<file path="src/rtl/pi_code_ctrl.sv">
// Bang-bang CDR loop controller: decimates PD votes, applies P + saturating I steps to a wrapping PI code.
// Optional override (ovr_en/ovr_code) is built when PI_CODE_OVR_EN is defined.
module pi_code_ctrl #(
  parameter int CODE_W    = 11,
  parameter int DEC_LEN   = 8,
  parameter int KP_ACQ    = 8,
  parameter int KP_TRK    = 1,
  parameter int FREQ_W    = 12,
  parameter int FSHIFT    = 4,
  parameter int ACQ_DEC   = 64,
  parameter int INIT_CODE = 0
) (
  input  logic              CLK,
  input  logic              rst_n,
  input  logic              pd_valid,
  input  logic              up,
  input  logic              dn,
  input  logic              hold,
  input  logic              restart,
`ifdef PI_CODE_OVR_EN
  input  logic              ovr_en,
  input  logic [CODE_W-1:0] ovr_code,
`endif
  output logic [CODE_W-1:0] pi_code,
  output logic              code_upd,
  output logic              locked
);

  localparam int WW = $clog2(DEC_LEN);
  localparam int NW = WW + 2;
  localparam int AW = $clog2(ACQ_DEC + 1);
  localparam logic [WW-1:0]            WIN_LAST = WW'(DEC_LEN - 1);
  localparam logic [AW-1:0]            ACQ_LAST = AW'(ACQ_DEC - 1);
  localparam logic [CODE_W-1:0]        KP_ACQ_C = CODE_W'(KP_ACQ);
  localparam logic [CODE_W-1:0]        KP_TRK_C = CODE_W'(KP_TRK);
  localparam logic signed [FREQ_W-1:0] FREQ_MAX = {1'b0, {(FREQ_W-1){1'b1}}};
  localparam logic signed [FREQ_W-1:0] FREQ_MIN = {1'b1, {(FREQ_W-2){1'b0}}, 1'b1};

  typedef enum logic [1:0] {ACQ, TRACK, HOLD} state_t;

  state_t                   state, state_nxt, held_state, held_nxt;
  logic [WW-1:0]            win_cnt;
  logic signed [NW-1:0]     net, net_sum;
  logic [1:0]               vote, dir, dir_new;
  logic                     dec_pending, freeze, apply;
  logic [AW-1:0]            acq_cnt;
  logic signed [FREQ_W-1:0] freq;
  logic [CODE_W-1:0]        kp_sel, kp_term, int_term;

`ifdef PI_CODE_OVR_EN
  assign freeze = hold | ovr_en;
`else
  assign freeze = hold;
`endif

  // A pending decision is dropped rather than applied if the loop is restarted or frozen that cycle.
  assign apply = dec_pending & ~restart & ~freeze;

  // dir/vote use 2'b01 = +1, 2'b11 = -1, 2'b00 = 0
  always_comb begin
    vote = 2'b00;
    if (up && !dn)
      vote = 2'b01;
    else if (dn && !up)
      vote = 2'b11;
    net_sum = net + {{(NW-2){vote[1]}}, vote};
    dir_new = 2'b00;
    if (net_sum[NW-1])
      dir_new = 2'b11;
    else if (net_sum != '0)
      dir_new = 2'b01;

    kp_sel  = (state == TRACK) ? KP_TRK_C : KP_ACQ_C;
    kp_term = '0;
    if (dir == 2'b01)
      kp_term = kp_sel;
    else if (dir == 2'b11)
      kp_term = -kp_sel;
    int_term = '0;
    if (state == TRACK)
      int_term = CODE_W'(int'(freq) >>> FSHIFT);
  end

  always_comb begin
    state_nxt = state;
    held_nxt  = held_state;
    if (restart) begin
      state_nxt = ACQ;
    end else if (hold) begin
      state_nxt = HOLD;
      if (state != HOLD)
        held_nxt = state;
    end else if (state == HOLD) begin
      state_nxt = held_state;
    end else if (state == ACQ && apply && acq_cnt == ACQ_LAST) begin
      state_nxt = TRACK;
    end
    locked = (state == TRACK) || (state == HOLD && held_state == TRACK);
  end

  always_ff @(posedge CLK or negedge rst_n) begin
    if (!rst_n) begin
      state      <= ACQ;
      held_state <= ACQ;
    end else begin
      state      <= state_nxt;
      held_state <= held_nxt;
    end
  end

  always_ff @(posedge CLK or negedge rst_n) begin
    if (!rst_n) begin
      pi_code     <= CODE_W'(INIT_CODE);
      code_upd    <= 1'b0;
      win_cnt     <= '0;
      net         <= '0;
      dir         <= 2'b00;
      dec_pending <= 1'b0;
      acq_cnt     <= '0;
      freq        <= '0;
    end else begin
      code_upd    <= 1'b0;
      dec_pending <= 1'b0;
      if (restart || freeze) begin
        win_cnt <= '0;
        net     <= '0;
        if (restart) begin
          freq    <= '0;
          acq_cnt <= '0;
        end
      end else begin
        if (pd_valid) begin
          if (win_cnt == WIN_LAST) begin
            win_cnt     <= '0;
            net         <= '0;
            dir         <= dir_new;
            dec_pending <= 1'b1;
          end else begin
            win_cnt <= win_cnt + WW'(1);
            net     <= net_sum;
          end
        end
        if (dec_pending) begin
          pi_code  <= pi_code + kp_term + int_term;
          code_upd <= 1'b1;
          if (state == TRACK) begin
            if (dir == 2'b01 && freq != FREQ_MAX)
              freq <= freq + FREQ_W'(1);
            else if (dir == 2'b11 && freq != FREQ_MIN)
              freq <= freq - FREQ_W'(1);
          end else begin
            freq    <= '0;
            acq_cnt <= acq_cnt + AW'(1);
          end
        end
      end
`ifdef PI_CODE_OVR_EN
      if (ovr_en) begin
        pi_code  <= ovr_code;
        code_upd <= (ovr_code != pi_code);
      end
`endif
    end
  end

endmodule
</file>
<file path="config.mk">
export PLATFORM = sky130hd
export DESIGN_NAME = pi_code_ctrl
export DESIGN_NICKNAME = d
export VERILOG_FILES = /design/src/rtl/pi_code_ctrl.sv
export SDC_FILE = /design/constraint.sdc
export NUM_CORES = 1
export LEC_CHECK = 0
export CAP_MARGIN = 10
export CELL_PAD_IN_SITES_DETAIL_PLACEMENT = 0
export CELL_PAD_IN_SITES_GLOBAL_PLACEMENT = 1
export CORE_MARGIN = 2
export CORE_UTILIZATION = 45
export DETAILED_ROUTE_END_ITERATION = 6
export HOLD_SLACK_MARGIN = 0.05
export PLACE_DENSITY = 0.83
export SYNTH_ARGS = -nofsm -noshare
export SYNTH_HDL_FRONTEND = slang
export SYNTH_SLANG_ARGS = --single-unit
</file>
<file path="constraint.sdc">
create_clock -name CLK -period 4.1 [get_ports CLK]
set_clock_uncertainty 0.2 [all_clocks]
set_input_delay 0.82 -clock CLK [delete_from_list [all_inputs] [get_ports CLK]]
set_output_delay 0.82 -clock CLK [all_outputs]
set_load 0.03 [all_outputs]
</file>
==> results.md <==
- Status: finished clean
- HP Start: pi_code[10]
- Cells after Synth: 361
- Synth Area in Compound Gates: 18.0%
- R2R Setup Slk: 0.72 ns
- CP Launch Type: register
- CTS tree: built
- Max incr delay on CP: 0.47 ns
- Post-synth top area cell: dfrtp_1
- Pwr/cell area: 210 nW/µm²
- Ant diodes: 0
- Largest net degree at the start of global routing: 47
- Cells after DPL: 469
- Total grt overflow: 0
- PortBufs: 19
- DRT Pass-1 Iters: 4
- Yosys warns: 0
- Post-Syn Area: 3420 µm²
- Nets@finish: 424
- Leakage power: 0.00176 µW
- Root Driver: clkbuf_8
- Number of synthesized register bits: 46
- Setup TNS: 0 ns
- Simple-gate portion of the synthesized area: 18.7%
- Required @ worst endpoint: 4.14 ns
- Die ar.: 8320 µm²
- Period utilization: 82.4%
- Bufs and invs on worst path: 1
- Main combinational cell family by area after synthesis: simple AND/OR/NAND/NOR gates
- Vias in the first global route: 2533
- Number of synthesized flops with an enable pin: 0
- CTS-repair resized insts: 0
- Critical path type: register to register
- CTS buffer count: 5
- Clk sinks: 46
- Max frequency: 296 MHz
- Die Y: 91.2 µm
- Crit path DAT: 3.42 ns
- Hold/Removal Path Class: register to register
- Fillers: 722
- Crit. Startpoint: state[1]
- Antenna violations before repair: 0
- Fin Hold WS: 0.311 ns
- CP dominant cell by count: fa_1
- Async SR Flop Fraction: 100%
- Min Tclk post-route: 3.38 ns
- DRC: 0
- Synthesized Nets: 408
- # IOs: 20
- Final Hold Fails: 0
- Detailed placement HPWL: 5.00 mm
- Initial DRC Count: 91
- H-tree Lvls: 2
- Worst slew margin: 30.5%
- Multi-input logic area: 2130 µm²
- Initial core utilization: 47.0%
- Worst skew pair latency: 0.30 ns
- Most common cell after layout, fill and taps aside: dfrtp_1
- RR Startpoint: state[1]
- VDD IR-drop max: 0.127 mV
- Least-Margin Pin Slew: 1.04 ns
- Area growth, synth to finish: 9.97%
- Clock Path Buffers: 2
- Total setup buffers inserted after CTS: 0
- Library cells used by synthesis: 63
- Synth Flop Type: dfrtp_1
- RePlAce Congestion: 0.807
- Most frequent cells in the layout: dfrtp_1 (46), nand2_1 (38), ha_1 (27)
- Global-route wire length before repair: 12.0 mm
- Layout Cells excl Fill: 477
- Final setup vio count: 0
- Maxcap violations: 0
- Max Fanout on Critical Path: 8
- Routed WL: 6.61 mm
- Avg Inst Size Synth: 9.49 µm²
- Core outline area: 7290 µm²
- Slowest cell on crit path: fa_1
- Area contributors post-synth: dfrtp_1 (34%), ha_1 (9.9%), fa_1 (7.6%)
- Critical Path Sink Type: register
- Post-CTS Hold Fix Bufs: 0
- FP Rows: 31
- Post-synthesis mux area share: 2.08%
- Cell family with most CP delay: simple AND/OR/NAND/NOR gates
- Die width: 91.2 µm
- Post-Synth Adder-Cell Area: 17.5%
- Vias per cell: 5.39
- Vias: 2573
- Reg clk slew, reported paths: 0.09 ns
- XOR/XNOR share of the synthesized area: 6.10%
- Routed Antenna Nets: 0
- Post-synthesis sequential area ratio: 33.6%
- Crit-path cells: or2b_1 > nor2_1 > fa_1 > ha_1 > inv_1 > fa_1 > nor2b_1 > o21a_1 > o21ai_1 > a21oi_1 > or4_1 > nand3_1
- Gr usage total: 17.5%
- Final Max Tran Viols: 0
- Register area: 1150 µm²
- Layout cell share with drive strength beyond 1: 7.67%
- Synth top area share: 33.6%
- RSZ-0062 raised after global routing: no
- Wire per inst: 13.9 µm
==> cell type report <==
class / instances / area share, %
clock buffer: 5 / 1.83
clock inverter: 3 / 0.565
sequential: 46 / 30.6
multi-input combinational: 284 / 56.6
timing repair buffer: 20 / 5.12
tap: 99 / 3.29
inverter: 20 / 1.99
==> Yosys cell counts (all sizes together) (2+ instances only) <==
| library cell | number |
|---|---|
| dfrtp | 46 |
| nand2 | 40 |
| ha | 27 |
| nor2 | 27 |
| o21ai | 23 |
| a21oi | 21 |
| inv | 20 |
| fa | 13 |
| xnor2 | 12 |
| xor2 | 11 |
| nand3 | 10 |
| o31ai | 10 |
| and2 | 9 |
| a21o | 8 |
| buf | 7 |
| nor2b | 7 |
| mux2i | 6 |
| nand4 | 6 |
| nand2b | 5 |
| clkbuf | 4 |
| nand3b | 4 |
| o211ai | 4 |
| a211oi | 3 |
| and3 | 3 |
| nor3 | 3 |
| o21a | 3 |
| or2 | 3 |
| or3 | 3 |
| a31oi | 2 |
| nor4b | 2 |
| o21bai | 2 |
| o311ai | 2 |
| o41ai | 2 |
| or4 | 2 |
==> metal layers <==
metal | part of all wire (%) | vias to the layer above | wire (µm) | GRT usage [%]
li1 | - | 1303 | - | -
met1 | 50 | 1245 | 3280 | 23.5
met2 | 48 | 19 | 3160 | 29.6
met3 | 1.6 | 6 | 103 | 2.57
met4 | 1.1 | 0 | 75 | 4.55
met5 | 0 | - | 0 | 0
==> per-stage QoR <==
stage | area, µm² | total power (µW) | utilization, % | setup WS, ns
2_1_floorplan | 3420 | 498 | - | 1.01
3_3_place_gp | 3680 | 517 | 50.4 | 0.800
3_5_place_dp | 3680 | 518 | 50.4 | 0.736
4_1_cts | 3770 | 804 | 51.6 | 0.702
5_1_grt | 3770 | 836 | 51.6 | 0.477
6_report | 3770 | 792 | 51.6 | 0.722
==> report_power, final <==
part	internal [µW]	total (µW)	leakage (µW)	switching [µW]
registers	456	458	0.000635	2.60
clock network	120	285	0.0000441	165
logic	17.8	48.7	0.00108	30.9
==> flip-flops by register name (all words and copies together) (netlist names) <==
| name | count |
|---|---|
| held_state | 2 |
| state | 2 |
| dec_pending | 1 |
| code_upd | 1 |
| dir | 2 |
| acq_cnt | 7 |
| net | 5 |
| freq | 12 |
| pi_code | 11 |
| win_cnt | 3 |
==> final timing paths <==
path / end / cells after the start
max in group asynchronous: freq[10] / 1
hold / removal: pi_code[10] / 1
setup / recovery: pi_code[9] / 12
hold reg to reg: pi_code[10] / 1
min in group asynchronous: pi_code[6] / 1
setup reg to reg: pi_code[9] / 12
==> logic make-up (layout without fill, tap and decap cells) <==
family	Yosys count	count (layout)
buf+inv	31	48
simple gates	127	127
fa+ha+maj	40	40
xor+xnor	23	23
mux	7	7
flops	46	46
compound gates	87	87
==> worst register-to-register path, delay by kind of cell, from the launching register on <==
kind | cells | cell delay, ns
adders and majority gates | 3 | 0.91
buffers and inverters | 1 | 0.08
AOI/OAI and AO/OA | 3 | 0.44
and+or+nand+nor | 5 | 1.23
DFF | 1 | 0.46
Power figures use the tool's default switching activity.
==> RTL change (config.mk and constraints unchanged) <==
Build with the macro `PI_CODE_OVR_EN` defined.
--- a/src/rtl/pi_code_ctrl.sv
+++ b/src/rtl/pi_code_ctrl.sv
@@ -1,4 +1,6 @@
 // Bang-bang CDR loop controller: decimates PD votes, applies P + saturating I steps to a wrapping PI code.
 // Optional override (ovr_en/ovr_code) is built when PI_CODE_OVR_EN is defined.
+`define PI_CODE_OVR_EN
+
 module pi_code_ctrl #(
   parameter int CODE_W    = 11,
Interface: changed (added ovr_code and ovr_en); port bits go from 20 to 32. The function was not compared with the original's and may differ.
==> RTL change against the original RTL <==
  * Sequential cell count stayed put
  * Routed wire length up 16%
  * Area after synthesis up 3.1%
  * Cell area grew 6.9%
  * Worst setup slack worse by 430 ps
  * Hold slack got worse by 1.0 ps
Power is not compared: it rests on default switching activity, and its combinational part moved more than twofold at a synthesized area within 25%.
==> RTL change: results (changes against the original RTL) <==
| Metric | Value |
|---|---|
| Crit. Startpoint | state[0] |
| ClkCell Share | 2.14% (-0.25 points) |
| First-pass GRT wire length | 13500 microns (+13%) |
| Reg2reg path depth | 13 (+1) |
| Via count | 2816 (+9.4%) |
| Met2 wire len | 3660 microns (+16%) |
| Register area share after synthesis | 32.6% (-1.0 points) |
| Seq area share | 28.6% (-2.0 points) |
| Fmax | 263 MHz (-11%) |
| Total track usage | 19.5% (+2.0 points) |
| Nonclk inv count | 15 (-25%) |
| Nets@finish | 474 (+12%) |
| # clk buffers | 6 (+1) |
| Core Util, Final | 52.7% (+1.0 points) |
| Crit Path Max Fanout | 10 (+2) |
| Layout cells sized above 1 | 4.57% (-3.1 points) |
| DP Wirelength | 6030 microns (+21%) |
| Fillers | 720 (-0.28%) |
| Multi-input combinational area share | 56.8% (+0.11 points) |
| Final Wtd Congestion | 0.898 (+11%) |
| Yosys cell types | 53 (-16%) |
| GR Layer Usage met1 | 27.3% (+3.8 points) |
| Placed Cells | 510 (+8.7%) |
| Comb_multi_in | 314 (+11%) |
| Synthesized instance count | 383 (+6.1%) |
| Global Route met3 Usage | 2.60% (+0.031 points) |
| Iteration-0 DRC Markers | 104 (+14%) |
| Area contributors post-synth | dfrtp_1 (33%), ha_1 (10%), fa_1 (6.2%), xnor2_1 (6.0%), nand2_1 (3.7%) |
| Hold_sp | acq_cnt[1] |
| Synthesized net count | 442 (+8.3%) |
| Vias in the first global route | 2733 (+7.9%) |
| P_leak | 0.00185 uW |
| Dpl ws | 355 ps (-382 ps) |
| Post-synth top cells | dfrtp_1 (46), nand2_1 (35), nor2_1 (33) |
| Non-CTS buffers | 33 (+65%) |
| Non-clock buffer share | 7.95% (+2.8 points) |
| Port Buffers | 31 (+12) |
| Relative slew margins | 32.2% (+1.7 points) |
| Met3 wire length | 229 microns (+120%) |
| Yosys warns | 0 (unchanged) |
| WL met1 | 3750 microns (+14%) |
| Via density | 5.44 (+0.78%) |
| Hold Path Depth | 2 (+1) |
| Comb power frac | 18.5% |
| Hold path endpoint | acq_cnt[1] |
| Routed WL | 7680 microns (+16%) |
| 1st-pass router iterations | 4 (unchanged) |
| Critical path type | flip-flop to flip-flop |
| Placed Area | 3940 sq um (+7.2%) |
| Seq pwr share | 52.2% |
| Met2 Use GR | 32.4% (+2.9 points) |
| Share of synthesized flip-flops with an asynchronous set or reset | 100% (unchanged) |
| Run status | finished, final reports clean |
| Crit path DAT | 3780 ps (+360 ps) |
| Reg-to-reg endpoint | pi_code[10] |
RTL change: changes by cell type after synthesis, sizes merged, moves of 6 or more:
cell and change:
nand3 -6, xnor2 +12, nor2 +7, nor3 +6
o31ai -7, o21ai +12
RTL change: cells by family (layout without fill, tap and decap cells):
logic type      Yosys count  in the layout  share of synthesized area [%]
compound gates           99             99                           18.7
xor+xnor                 36             36                           8.93
fa+ha+maj                40             40                           16.5
buf+inv                  23             56                           2.69
flops                    46             46                           32.6
mux                       5              5                           1.42
simple gates            134            134                           19.2
RTL change: critical path: stages, from the launching register on:
cell	delay, ps
dfrtp_1	430
nor2b_1	490
and2_1	300
nand2_1	120
xnor2_1	150
ha_1	190
a31o_2	220
ha_1	340
and2_1	210
a2111oi_4	400
o21ai_0	170
a31oi_1	250
xor2_1	150
o21ai_0	80
RTL change: metrics by stage:
stage	power [uW]	hold WS [ps]
after floorplan	592	256
after global placement	664	278
after detailed placement	666	296
after CTS	941	314
after global routing	975	338
final	928	310
